## config.mk

```make
export PLATFORM = sky130hd
export DESIGN_NAME = instr_fetch_flat
export DESIGN_NICKNAME = d
export VERILOG_FILES = /design/src/rtl/instr_fetch_if.sv /design/src/rtl/instr_fetch.sv /design/src/flat_wrapper.sv
export SDC_FILE = /design/constraint.sdc
export NUM_CORES = 1
export LEC_CHECK = 0
export ABC_AREA = 0
export CAP_MARGIN = 20
export CORE_MARGIN = 8
export CORE_UTILIZATION = 47
export DETAILED_ROUTE_END_ITERATION = 10
export HOLD_SLACK_MARGIN = 0.05
export PLACE_DENSITY = 0.75
export SYNTH_ARGS = -nofsm -noshare
export SYNTH_HDL_FRONTEND = slang
export SYNTH_SLANG_ARGS = --single-unit
```

## constraint.sdc

```tcl
create_clock -name clk -period 3.55 [get_ports clk]
set_clock_uncertainty 0.05 [all_clocks]
set_input_delay 1.065 -clock clk [delete_from_list [all_inputs] [get_ports clk]]
set_output_delay 1.065 -clock clk [all_outputs]
set_load 0.005 [all_outputs]
```

## src/rtl/instr_fetch_if.sv

```systemverilog
// Fetch-stage bundle: instruction-memory read port, redirect, and IR valid/ready handshake.
// master = fetch stage, slave = the memory/execute side that surrounds it.
interface instr_fetch_if #(
  parameter int ADDR_W = 16
);
  logic              imem_req;
  logic [ADDR_W-1:0] imem_addr;
  logic [31:0]       imem_rdata;
  logic              redirect_valid;
  logic [ADDR_W-1:0] redirect_pc;
  logic              ir_valid;
  logic              ir_ready;
  logic [31:0]       ir_data;
  logic [ADDR_W-1:0] ir_pc;
  logic              ir_illegal;

  modport master (
    output imem_req, imem_addr, ir_valid, ir_data, ir_pc, ir_illegal,
    input  imem_rdata, redirect_valid, redirect_pc, ir_ready
  );

  modport slave (
    input  imem_req, imem_addr, ir_valid, ir_data, ir_pc, ir_illegal,
    output imem_rdata, redirect_valid, redirect_pc, ir_ready
  );
endinterface

```

## src/rtl/instr_fetch.sv

```systemverilog
// Instruction fetch: PC + 1-cycle imem reads into a DEPTH-entry buffer; fetch-to-IR 2 cycles, redirect-to-IR 3.
// Backpressure: issue stops once buffered + in-flight words reach DEPTH; redirect flushes the buffer.
module instr_fetch #(
  parameter int ADDR_W = 16,
  parameter int DEPTH  = 2
) (
  input  logic          clk,
  input  logic          rst_n,
  instr_fetch_if.master bus
);
  localparam int PW = $clog2(DEPTH);
  localparam int CW = $clog2(DEPTH + 1);
  localparam logic [CW:0] DEPTH_C = (CW+1)'(DEPTH);

  typedef struct packed {
    logic [31:0]       word;
    logic [ADDR_W-1:0] pc;
  } entry_t;

  logic [ADDR_W-1:0] pc_q, pc_d;
  logic              inflight_q, inflight_d;
  logic [ADDR_W-1:0] inflight_addr_q, inflight_addr_d;
  logic [CW-1:0]     count_q, count_d;
  logic [PW-1:0]     rd_ptr_q, rd_ptr_d;
  logic [PW-1:0]     wr_ptr_q, wr_ptr_d;
  entry_t            mem_q [DEPTH];
  entry_t            mem_d [DEPTH];

  logic              pop, push, issue;
  logic [CW:0]       occ;
  entry_t            head;

  assign head  = mem_q[rd_ptr_q];
  assign pop   = bus.ir_valid & bus.ir_ready;
  assign push  = inflight_q & ~bus.redirect_valid;
  // Occupancy after this cycle's pop; pop implies count >= 1, so no underflow.
  assign occ   = {1'b0, count_q} + (CW+1)'(inflight_q) - (CW+1)'(pop);
  assign issue = rst_n & ~bus.redirect_valid & (occ < DEPTH_C);

  assign bus.imem_req   = issue;
  assign bus.imem_addr  = pc_q;
  assign bus.ir_valid   = (count_q != '0);
  assign bus.ir_data    = head.word;
  assign bus.ir_pc      = head.pc;
  assign bus.ir_illegal = bus.ir_valid & (head.word[31:27] > 5'b00100);

  always_comb begin
    pc_d            = pc_q;
    inflight_d      = 1'b0;
    inflight_addr_d = inflight_addr_q;
    count_d         = count_q + CW'(push) - CW'(pop);
    rd_ptr_d        = rd_ptr_q;
    wr_ptr_d        = wr_ptr_q;
    mem_d           = mem_q;

    if (push) begin
      mem_d[wr_ptr_q] = '{word: bus.imem_rdata, pc: inflight_addr_q};
      wr_ptr_d        = wr_ptr_q + PW'(1);
    end
    if (pop) begin
      rd_ptr_d = rd_ptr_q + PW'(1);
    end
    if (issue) begin
      pc_d            = pc_q + ADDR_W'(1);
      inflight_d      = 1'b1;
      inflight_addr_d = pc_q;
    end
    // A same-cycle pop has already been taken by execute; the flush discards everything else.
    if (bus.redirect_valid) begin
      pc_d     = bus.redirect_pc;
      count_d  = '0;
      rd_ptr_d = '0;
      wr_ptr_d = '0;
    end
  end

  always_ff @(posedge clk or negedge rst_n) begin
    if (!rst_n) begin
      pc_q            <= '0;
      inflight_q      <= 1'b0;
      inflight_addr_q <= '0;
      count_q         <= '0;
      rd_ptr_q        <= '0;
      wr_ptr_q        <= '0;
      for (int i = 0; i < DEPTH; i++) begin
        mem_q[i] <= '0;
      end
    end else begin
      pc_q            <= pc_d;
      inflight_q      <= inflight_d;
      inflight_addr_q <= inflight_addr_d;
      count_q         <= count_d;
      rd_ptr_q        <= rd_ptr_d;
      wr_ptr_q        <= wr_ptr_d;
      mem_q           <= mem_d;
    end
  end
endmodule

```

## src/flat_wrapper.sv

```systemverilog
// flat-port wrapper written by rule: the top's interface ports become plain ports
module instr_fetch_flat 
#(
  parameter int ADDR_W = 16,
  parameter int DEPTH  = 2
)
  (clk, rst_n, bus_imem_req, bus_imem_addr, bus_ir_valid, bus_ir_data, bus_ir_pc, bus_ir_illegal, bus_imem_rdata, bus_redirect_valid, bus_redirect_pc, bus_ir_ready);
  instr_fetch_if #(.ADDR_W(ADDR_W)) bus_i ();
  input  logic clk;
  input  logic rst_n;
  output wire logic [$bits(bus_i.imem_req)-1:0] bus_imem_req;
  output wire logic [$bits(bus_i.imem_addr)-1:0] bus_imem_addr;
  output wire logic [$bits(bus_i.ir_valid)-1:0] bus_ir_valid;
  output wire logic [$bits(bus_i.ir_data)-1:0] bus_ir_data;
  output wire logic [$bits(bus_i.ir_pc)-1:0] bus_ir_pc;
  output wire logic [$bits(bus_i.ir_illegal)-1:0] bus_ir_illegal;
  input wire logic [$bits(bus_i.imem_rdata)-1:0] bus_imem_rdata;
  input wire logic [$bits(bus_i.redirect_valid)-1:0] bus_redirect_valid;
  input wire logic [$bits(bus_i.redirect_pc)-1:0] bus_redirect_pc;
  input wire logic [$bits(bus_i.ir_ready)-1:0] bus_ir_ready;
  assign bus_imem_req = bus_i.imem_req;
  assign bus_imem_addr = bus_i.imem_addr;
  assign bus_ir_valid = bus_i.ir_valid;
  assign bus_ir_data = bus_i.ir_data;
  assign bus_ir_pc = bus_i.ir_pc;
  assign bus_ir_illegal = bus_i.ir_illegal;
  assign bus_i.imem_rdata = bus_imem_rdata;
  assign bus_i.redirect_valid = bus_redirect_valid;
  assign bus_i.redirect_pc = bus_redirect_pc;
  assign bus_i.ir_ready = bus_ir_ready;
  instr_fetch #(.ADDR_W(ADDR_W), .DEPTH(DEPTH)) u_core (.clk(clk), .rst_n(rst_n), .bus(bus_i));
endmodule
```

==> impl_metrics.yaml, run 1 <==
sta:
  hold_viol_final: 0
  relSlewSlack_pct: 55.0
  post-route-period-util_pct: 97.6
  fmax_mhz: 288
  setup_violations: 0
  period_needed_ns: 3.47
  slew_violations: 0
  worstMarginPinSlew_ns: 0.675
  fin_ws_ns: 0.0836
  fin_tns_setup_ns: 0
run:
  drv_cap: 0
power:
  p_int_w: 0.00486
  p_per_area_nw_per_um2: 852
  swShare_pct: 29.0
  pwr-share-seq_pct: 36.4
  leakage_nw: 3.58
  p_clk_share_pct: 24.4
  power_frac_comb_pct: 39.2
  net-switching-power_w: 0.00198
  peakVddDrop_v: 0.000515
synth:
  synth_edf_count: 0
  synth_cell_types: 42
  synth.top_cell.area_share_pct: 55.6
  ys.warnings.count: 0
  synth_area_sq_um: 5980
  synth_nets: 513
  synth-main-ff-cell: "dfrtp_1"
  yosysTopAreaCell: "dfrtp_1"
  synth.most_common_cell: "mux2_2"
  ys_seq_area_share_pct: 55.6
  ys_top_cells_by_area: "dfrtp_1 56%, mux2_2 27%, nand2_1 4.3%, o311ai_0 1.5%, buf_2 1.0%"
  syn_inst: 457
  async_flop_share_pct: 100
  yosys-top-cells-count: "144 x mux2_2, 133 x dfrtp_1, 68 x nand2_1"
  yosys_register_bits: 133
  syn_area_per_cell_sq_um: 13.1
clock_tree:
  cts_tree: "built"
  cts_buffer_depth: 2
  clk_pin_slew_ns: 0.05
  holdBufCountCts: 0
  clk_latency_ns: 0.40
  cts_sinks: 133
  numCtsBuffers: 17
  clockRootBuffer: "clkbuf_16"
  htreeDepth: 4
global_routing:
  antenna_found_initial: 0
  use_met2_pct: 25.7
  grt_use_met3_pct: 6.54
  grt_pass1_vias: 4348
  grt_max_degree: 82
  overflow: 0
  grt_pass1_wl_mm: 22.0
  busiest_layer: "met2"
  gr-usage-met1_pct: 21.2
  grt_usage_pct: 16.9
place:
  io_buffer_count: 118
  place_hpwl_mm: 9.45
  pre_cts_ws_ns: -0.721
  gp_congestion: 0.839
  placedCellCount: 740
floorplan:
  core_area_sq_um: 12500
  num_rows: 41
  dieArea_sq_um: 16600
  die_w_um: 129
  die_h_um: 129
  ios: 119
  start_util_pct: 47.8
detailed_routing:
  drt-pass1-iter-count: 4
  vias_per_cell: 5.28
  drc_errors: 0
  wl_per_cell_um: 17.8
  routed_wl_mm: 13.7
  dr.first_iter.drc_count: 208
  num_vias: 4081
  postRouteAntennaNets: 0
run_status:
  run_status: "finished, final reports clean"
cells_and_area:
  final_util_pct: 64.1
  finalNetCount: 645
  drive_above_1_share_pct: 34.6
  syn2layout_area_growth_pct: 34.2
  stdcell_count: 773
  diodes: 0
worst_setup_path:
  critPathArrivalTime_ns: 2.35
  cpPeakStageDelay_ns: 0.45
  crit_chain: "buf_2 > xor2_1 > nand2_1 > fa_1 > and3b_2 > nand2_2 > clkinv_4 > buf_6"
  slowest_stage: "fa_1"
  required_ns: 2.43
  cp-start-kind: "input pin"
  endpoint_kind: "output pin"
  critPathKind: "input pin to output pin"
  crit_fanout: 2
hold_path:
  worstHoldPathType: "flop to flop"
-- final cells by class --
type,instances,area (sq um)
clock buffers,21,460
clock inverters,10,106
fillers,976,4490
inverters,7,31.3
multi-input cells,294,2520
flip-flops and latches,133,3330
well taps,172,215
repair buffers,136,1360
-- metal layers --
metal  part of all wire [%]  vias up
met5                      0        -
li1                       -     1902
met3                    8.2       19
met2                     47      153
met1                     44     2007
met4                    1.7        0
-- through the flow --
step	area (sq um)	power, W	hold slack (ns)
floorplan	5990	0.00384	0.408
global placement	7430	0.00506	0.425
detailed placement	7430	0.00517	0.437
CTS	7990	0.00688	0.450
global route	8030	0.00726	0.462
finish	8030	0.00684	0.448
-- power groups by stage --
stage	registers, W	logic, W	clock network, W
after detailed placement	0.00251	0.00266	0
after floorplan	0.00237	0.00147	0
after global placement	0.00246	0.00260	0
after global routing	0.00257	0.00291	0.00178
final	0.00249	0.00268	0.00167
after CTS	0.00249	0.00268	0.00171
-- registers in the layout, summed over array words and instances, names as in the netlist --
signal,flops
u_core.rd_ptr_q,1
u_core.mem_q,96
u_core.inflight_addr_q,16
u_core.wr_ptr_q,1
u_core.count_q,2
u_core.inflight_q,1
u_core.bus.imem_addr,16
-- worst paths after layout --
path / cells past startpoint / startpoint / to / slack (ns)
max in group asynchronous: 4 / rst_n / u_core.bus.imem_addr[9] / 1.47
min in group asynchronous: 2 / rst_n / u_core.mem_q[53] / 0.75
setup / recovery: 8 / bus_ir_ready / bus_imem_req / 0.08
hold reg to reg: 1 / u_core.mem_q[4] / u_core.mem_q[4] / 0.45
hold / removal: 1 / u_core.mem_q[4] / u_core.mem_q[4] / 0.45
setup reg to reg: 9 / u_core.count_q[1] / u_core.bus.imem_addr[14] / 0.78
-- cells by family after synthesis --
kind of cell               after synthesis  share of synthesized area [%]
buffers and inverters                   30                           2.55
muxes                                  144                           27.1
adders and majority gates                4                          0.962
DFF                                    133                           55.6
xor gates and xnor gates                 8                           1.17
AOI/OAI and AO/OA                       33                           4.12
and+or+nand+nor                        105                           8.43
-- placed cells by master, fill, tap and decap left out, types with 4 or more instances in the layout --
cell type,instances
xor2_1,4
buf_4,14
nor2_1,5
nand2_1,66
o21ai_0,7
dfrtp_1,132
clkbuf_16,17
clkinv_2,6
inv_1,6
nand3_1,8
o311ai_0,10
clkdlybuf4s50_1,115
o211ai_1,5
buf_12,4
mux2_2,144
-- critical path, delay by kind of cell --
| kind | cells | cell delay, ns |
|---|---|---|
| fa+ha+maj | 1 | 0.45 |
| simple gates | 3 | 0.42 |
| buf+inv | 3 | 0.27 |
| xor+xnor | 1 | 0.14 |
-- timing repair --
action                                  CTS  global route
buffers inserted                          0             1
resized for setup                        10             1
pin swaps                                 4             1
endpoints found under the setup margin    1             1
No activity file was read; power rests on OpenSTA's default activity.
==> inputs of run 2 (changes only) <==
--- a/config.mk
+++ b/config.mk
@@ -5,13 +5,14 @@
 export SDC_FILE = /design/constraint.sdc
 export NUM_CORES = 1
 export LEC_CHECK = 0
-export ABC_AREA = 0
+export ABC_AREA = 1
 export CAP_MARGIN = 20
 export CORE_MARGIN = 8
 export CORE_UTILIZATION = 47
+export CTS_BUF_LIST = sky130_fd_sc_hd__clkbuf_16
 export DETAILED_ROUTE_END_ITERATION = 10
 export HOLD_SLACK_MARGIN = 0.05
-export PLACE_DENSITY = 0.75
+export PLACE_DENSITY = 0.74
 export SYNTH_ARGS = -nofsm -noshare
 export SYNTH_HDL_FRONTEND = slang
 export SYNTH_SLANG_ARGS = --single-unit
==> run 2 against run 1 <==
Compared with the run above:
- wire length increased by 3.7%
- synthesized cell count up 71%
- fmax grew 0.59%
- largest cell class unchanged
==> impl_metrics.yaml, run 2 <==
run_status:
  run_status: "finished, final reports clean"
worst_setup_path:
  r2r_start: "u_core.count_q[0]"
  endpoint_kind: "output pin"
  reg2reg_depth: 16
  cp-start-kind: "input pin"
  r2r-end: "u_core.bus.imem_addr[0]"
  reg2reg_setup_slack_ns: 1.01
  critPathKind: "input pin to output pin"
  critPathArrivalTime_ns: 2.33
  crit_fanout: 4
  crit_start: "bus_ir_ready"
  required_ns: 2.43
global_routing:
  antenna_found_initial: 0
  grt_pass1_vias: 5001
  grt_usage_pct: 17.8
  grt_max_degree: 97
  grt_pass1_wl_mm: 24.0
  overflow: 0
synth:
  synth-main-ff-cell: "dfrtp_1"
  synth.most_common_cell: "nand2_1"
  syn_inst: 781
  ys_top_cells_by_area: "dfrtp_1 54%, nand2_1 19%, o21ai_0 8.1%, inv_1 5.1%, nand3_1 2.9%"
  ys.warnings.count: 0
  yosys-top-cells-count: "316 x nand2_1, 133 x dfrtp_1, 101 x o21ai_0"
  yosys_register_bits: 133
  synth_area_sq_um: 6220
  async_flop_share_pct: 100
  synth_nets: 837
  ys_seq_area_share_pct: 53.5
  yosysTopAreaCell: "dfrtp_1"
  syn_area_per_cell_sq_um: 7.96
  synth_cell_types: 26
  synth_edf_count: 0
  synth.top_cell.area_share_pct: 53.5
floorplan:
  num_rows: 42
  dieArea_sq_um: 17200
  die_h_um: 131
  start_util_pct: 47.5
  die_w_um: 131
  core_area_sq_um: 13100
  ios: 119
clock_tree:
  cts_tree: "built"
  htreeDepth: 4
  cts_sinks: 133
  clk_latency_ns: 0.41
  holdBufCountCts: 0
  clockRootBuffer: "clkbuf_16"
  cts_buffer_depth: 2
  clk_pin_slew_ns: 0.05
  numCtsBuffers: 17
cells_and_area:
  diodes: 0
  largest_reg_flops: 96
  drive_above_1_share_pct: 7.15
  finalNetCount: 953
  stdcell_count: 1085
  top_register: "u_core.mem_q"
  final_cell_mix: "315 x nand2_1, 132 x dfrtp_1, 115 x clkdlybuf4s50_1"
  final_common_cell: "nand2_1"
  syn2layout_area_growth_pct: 29.7
place:
  placedCellCount: 1052
  place_hpwl_mm: 9.59
  gp_congestion: 0.781
  io_buffer_count: 118
power:
  leakage_nw: 4.08
  peakVddDrop_v: 0.000579
  p_per_area_nw_per_um2: 833
detailed_routing:
  dr.first_iter.drc_count: 415
  postRouteAntennaNets: 0
  num_vias: 5193
  drc_errors: 0
  wl_per_cell_um: 13.1
  vias_per_cell: 4.79
  drt-pass1-iter-count: 5
  routed_wl_mm: 14.3
sta:
  hold_viol_final: 0
  setup_violations: 0
  post-route-period-util_pct: 97.1
  fmax_mhz: 290
  relSlewSlack_pct: 38.6
  period_needed_ns: 3.45
  fin_tns_setup_ns: 0
  rsz0062_at_grt: "false"
  worstMarginPinSlew_ns: 0.921
  slew_violations: 0
hold_path:
  min_to: "u_core.mem_q[6]"
  worstHoldPathType: "flop to flop"
  hp-start: "u_core.mem_q[6]"
  holdPathStages: 2
run:
  drv_cap: 0
run 2: changes by cell type in the layout (fill, tap and decap cells not counted), sizes merged, moves of 10 or more:
| cell | delta |
|---|---|
| mux2 | -144 |
| inv | +86 |
| nor2 | +16 |
| nand3 | +30 |
| o311ai | -10 |
| o21ai | +113 |
| nand2 | +252 |
run 2: where the power goes:
part           switching [W]  internal [W]  total [W]
Clock               0.000578      0.000926    0.00150
Combinational        0.00133       0.00133    0.00266
Sequential          0.000411       0.00215    0.00256
run 2: per-stage QoR:
step           hold WS, ns  util, %  power (W)  setup slack (ns)  instance area, sq um
6_report             0.432     61.7    0.00672             0.104                  8070
5_1_grt              0.442     61.7    0.00728            0.0191                  8070
4_1_cts              0.435     61.6    0.00680           0.00598                  8060
3_5_place_dp         0.422     57.4    0.00521            -0.807                  7510
3_3_place_gp         0.413     57.4    0.00514            -0.777                  7510
2_1_floorplan        0.396        -    0.00393            0.0513                  6220
run 2: what timing repair did:
action                                  CTS  global route
pin swaps                                 7             3
buffers inserted                          1             1
gates resized for setup                  19             1
cloned                                    0             0
endpoints found under the setup margin    1             1
endpoints found under the hold margin     0             0
run 2: logic make-up after synthesis:
logic type | after synthesis | synth area share [%]
DFF | 133 | 53.5
buffers and inverters | 126 | 9.39
xor gates and xnor gates | 8 | 1.13
AOI/OAI and AO/OA | 125 | 10.1
and+or+nand+nor | 385 | 24.9
adders and majority gates | 4 | 0.925
run 2: layer usage:
| layer | vias to the layer above | share of wire, % | track usage (%) |
|---|---|---|---|
| li1 | 2664 | - | - |
| met1 | 2379 | 45 | 22.8 |
| met2 | 135 | 47 | 28.2 |
| met3 | 15 | 6.7 | 4.67 |
| met4 | 0 | 1.5 | 7.36 |
| met5 | - | 0 | 0 |
run 2: worst max path at each step:
stage                   endpoint  slack, ns
global placement    bus_imem_req      -0.78
floorplan           bus_imem_req       0.05
detailed placement  bus_imem_req      -0.81
global route        bus_imem_req       0.02
finish              bus_imem_req       0.10
CTS                 bus_imem_req      0.006
run 2: area by class of cell:
cell class / instances / area [sq um]
Clock buffer: 17 / 425
Clock inverter: 14 / 82.6
Fill cell: 1131 / 5020
Inverter: 87 / 327
Multi-Input combinational cell: 522 / 2340
Sequential cell: 133 / 3330
Tap cell: 176 / 220
Timing Repair Buffer: 136 / 1350
run 2: critical path, cell delays in order:
cell     delay (ns)
buf_6          0.10
nand2_8        0.06
inv_2          0.04
nor2_2         0.09
o21ai_2        0.07
fa_1           0.49
nand2_1        0.07
nor2_2         0.09
nand2_2        0.07
inv_2          0.09
buf_6          0.09
==> inputs of run 3 (changes only) <==
--- a/config.mk
+++ b/config.mk
@@ -12,7 +12,7 @@
 export CTS_BUF_LIST = sky130_fd_sc_hd__clkbuf_16
 export DETAILED_ROUTE_END_ITERATION = 10
 export HOLD_SLACK_MARGIN = 0.05
-export PLACE_DENSITY = 0.74
+export PLACE_DENSITY = 0.82
 export SYNTH_ARGS = -nofsm -noshare
 export SYNTH_HDL_FRONTEND = slang
 export SYNTH_SLANG_ARGS = --single-unit
==> run 3 against run 2 <==
Compared with the run above:
- sequential share of layout area shrank 0.32 points
- first-iteration DRC count up 9.9%
- design area increased by 0.78%
- setup slack lost 0.034 ns
- die area did not move
- flip-flop and latch count stayed put
- largest cell class unchanged
- highest routed layer unchanged
==> impl_metrics.yaml, run 3 (synthesis gave the netlist of run 2 again) <==
floorplan:
  ios: 119
  core_area_sq_um: 13100
  die_h_um: 131
  dieArea_sq_um: 17200
  die_w_um: 131
  num_rows: 42
  start_util_pct: 47.5
clock_tree:
  htreeDepth: 4
  clk_latency_ns: 0.41
  cts_buffer_depth: 2
  numCtsBuffers: 17
  clockRootBuffer: "clkbuf_16"
  clk_pin_slew_ns: 0.05
  holdBufCountCts: 0
  cts_sinks: 133
  cts_tree: "built"
place:
  pre_cts_ws_ns: -0.807
  placedCellCount: 1052
  place_hpwl_mm: 9.88
  io_buffer_count: 118
  gp_congestion: 0.787
cells_and_area:
  diodes: 0
  finalNetCount: 959
  drive_above_1_share_pct: 8.31
  fillCellCount: 1095
  stdcell_count: 1091
  syn2layout_area_growth_pct: 30.7
  top_register: "u_core.mem_q"
  final_cell_mix: "315 x nand2_1, 132 x dfrtp_1, 115 x clkdlybuf4s50_1"
  final_common_cell: "nand2_1"
  largest_reg_flops: 96
detailed_routing:
  vias_per_cell: 4.92
  routed_wl_mm: 15.1
  drt-pass1-iter-count: 5
  num_vias: 5373
  dr.first_iter.drc_count: 456
  wl_per_cell_um: 13.8
  drc_errors: 0
  postRouteAntennaNets: 0
worst_setup_path:
  crit_chain: "buf_6 > nand2_4 > inv_2 > nor2_2 > o21ai_1 > fa_1 > nand2_1 > nor2_2 > nand2_2 > inv_2 > buf_6"
  required_ns: 2.43
  r2r_start: "u_core.count_q[0]"
  critPathArrivalTime_ns: 2.36
  cp-start-kind: "input pin"
  endpoint_kind: "output pin"
  slowest_stage: "fa_1"
  reg2reg_setup_slack_ns: 0.20
  cpPeakStageDelay_ns: 0.49
  crit_fanout: 4
  crit_start: "bus_ir_ready"
  critPathKind: "input pin to output pin"
power:
  p_int_w: 0.00451
  pwr-share-seq_pct: 37.1
  peakVddDrop_v: 0.000409
  swShare_pct: 34.8
  p_per_area_nw_per_um2: 850
  net-switching-power_w: 0.00240
  total_power_w: 0.00691
  power_frac_comb_pct: 39.2
  leakage_nw: 4.11
  p_clk_share_pct: 23.6
global_routing:
  grt_max_degree: 76
  grt_pass1_wl_mm: 25.0
  antenna_found_initial: 0
  grt_pass1_vias: 5197
  overflow: 0
  grt_usage_pct: 18.6
hold_path:
  hp-start: "u_core.mem_q[52]"
  worstHoldPathType: "flop to flop"
sta:
  worstMarginPinSlew_ns: 0.926
  setup_violations: 0
  fin_hold_ws_ns: 0.432
  post-route-period-util_pct: 98.0
  fin_ws_ns: 0.0700
  period_needed_ns: 3.48
  fmax_mhz: 287
  slew_violations: 0
  hold_viol_final: 0
  relSlewSlack_pct: 38.3
run_status:
  run_status: "finished, final reports clean"
run:
  drv_cap: 0
## run 3: cell count changes in the layout (fill, tap and decap cells not counted), moves of 3 or more
cell        previous run  this run
buf_4                 16        22
clkinv_1               5         2
inv_1                 89        86
clkinvlp_4             0         3
## run 3: per-layer routing
metal | vias up | global-route usage (%) | share of wire, %
met5 | - | 0 | 0
met4 | 0 | 7.29 | 1.9
met3 | 28 | 4.87 | 7.1
met2 | 164 | 30.2 | 48
met1 | 2511 | 23.1 | 43
li1 | 2670 | - | -
## run 3: path summary, 6_finish.rpt
kind / endpoint / cells past startpoint
setup / recovery: bus_imem_req / 11
setup reg to reg: u_core.bus.imem_addr[10] / 23
hold reg to reg: u_core.mem_q[52] / 2
hold / removal: u_core.mem_q[52] / 2
max in group asynchronous: u_core.rd_ptr_q / 3
min in group asynchronous: u_core.mem_q[42] / 2
## run 3: critical path: cells and delay by family
| family | cells | cell delay (ns) |
|---|---|---|
| AO/OA/AOI/OAI | 1 | 0.07 |
| buffers and inverters | 4 | 0.34 |
| AND/OR/NAND/NOR | 5 | 0.41 |
| adder cells (fa/ha/maj) | 1 | 0.49 |
## run 3: power groups by stage
stage	Sequential (W)	Clock, W	Combinational [W]
5_1_grt	0.00265	0.00173	0.00307
6_report	0.00257	0.00163	0.00271
2_1_floorplan	0.00248	0	0.00145
3_3_place_gp	0.00254	0	0.00257
4_1_cts	0.00256	0.00166	0.00273
3_5_place_dp	0.00257	0	0.00263
## run 3: final cells by class
type	instances	area, sq um	share of cell area [%]
tap	176	220	2.71
clock buffer	17	425	5.23
multi-input combinational	522	2320	28.6
timing repair buffer	142	1380	17.0
inverter	87	330	4.06
clock inverter	14	123	1.51
sequential	133	3330	40.9
## run 3: through the flow
stage / cell area (sq um) / util (%) / setup TNS, ns
detailed placement: 7500 / 57.3 / -0.807
global placement: 7500 / 57.3 / -0.788
global route: 8130 / 62.1 / -0.178
finish: 8130 / 62.1 / 0
floorplan: 6220 / - / 0
CTS: 8120 / 62.0 / 0
## run 3: timing repair
action                     4_1_cts  5_1_grt
buffers inserted                 8        0
pin swaps                        6        3
gates resized for setup         15        4
setup endpoints to repair        1       24
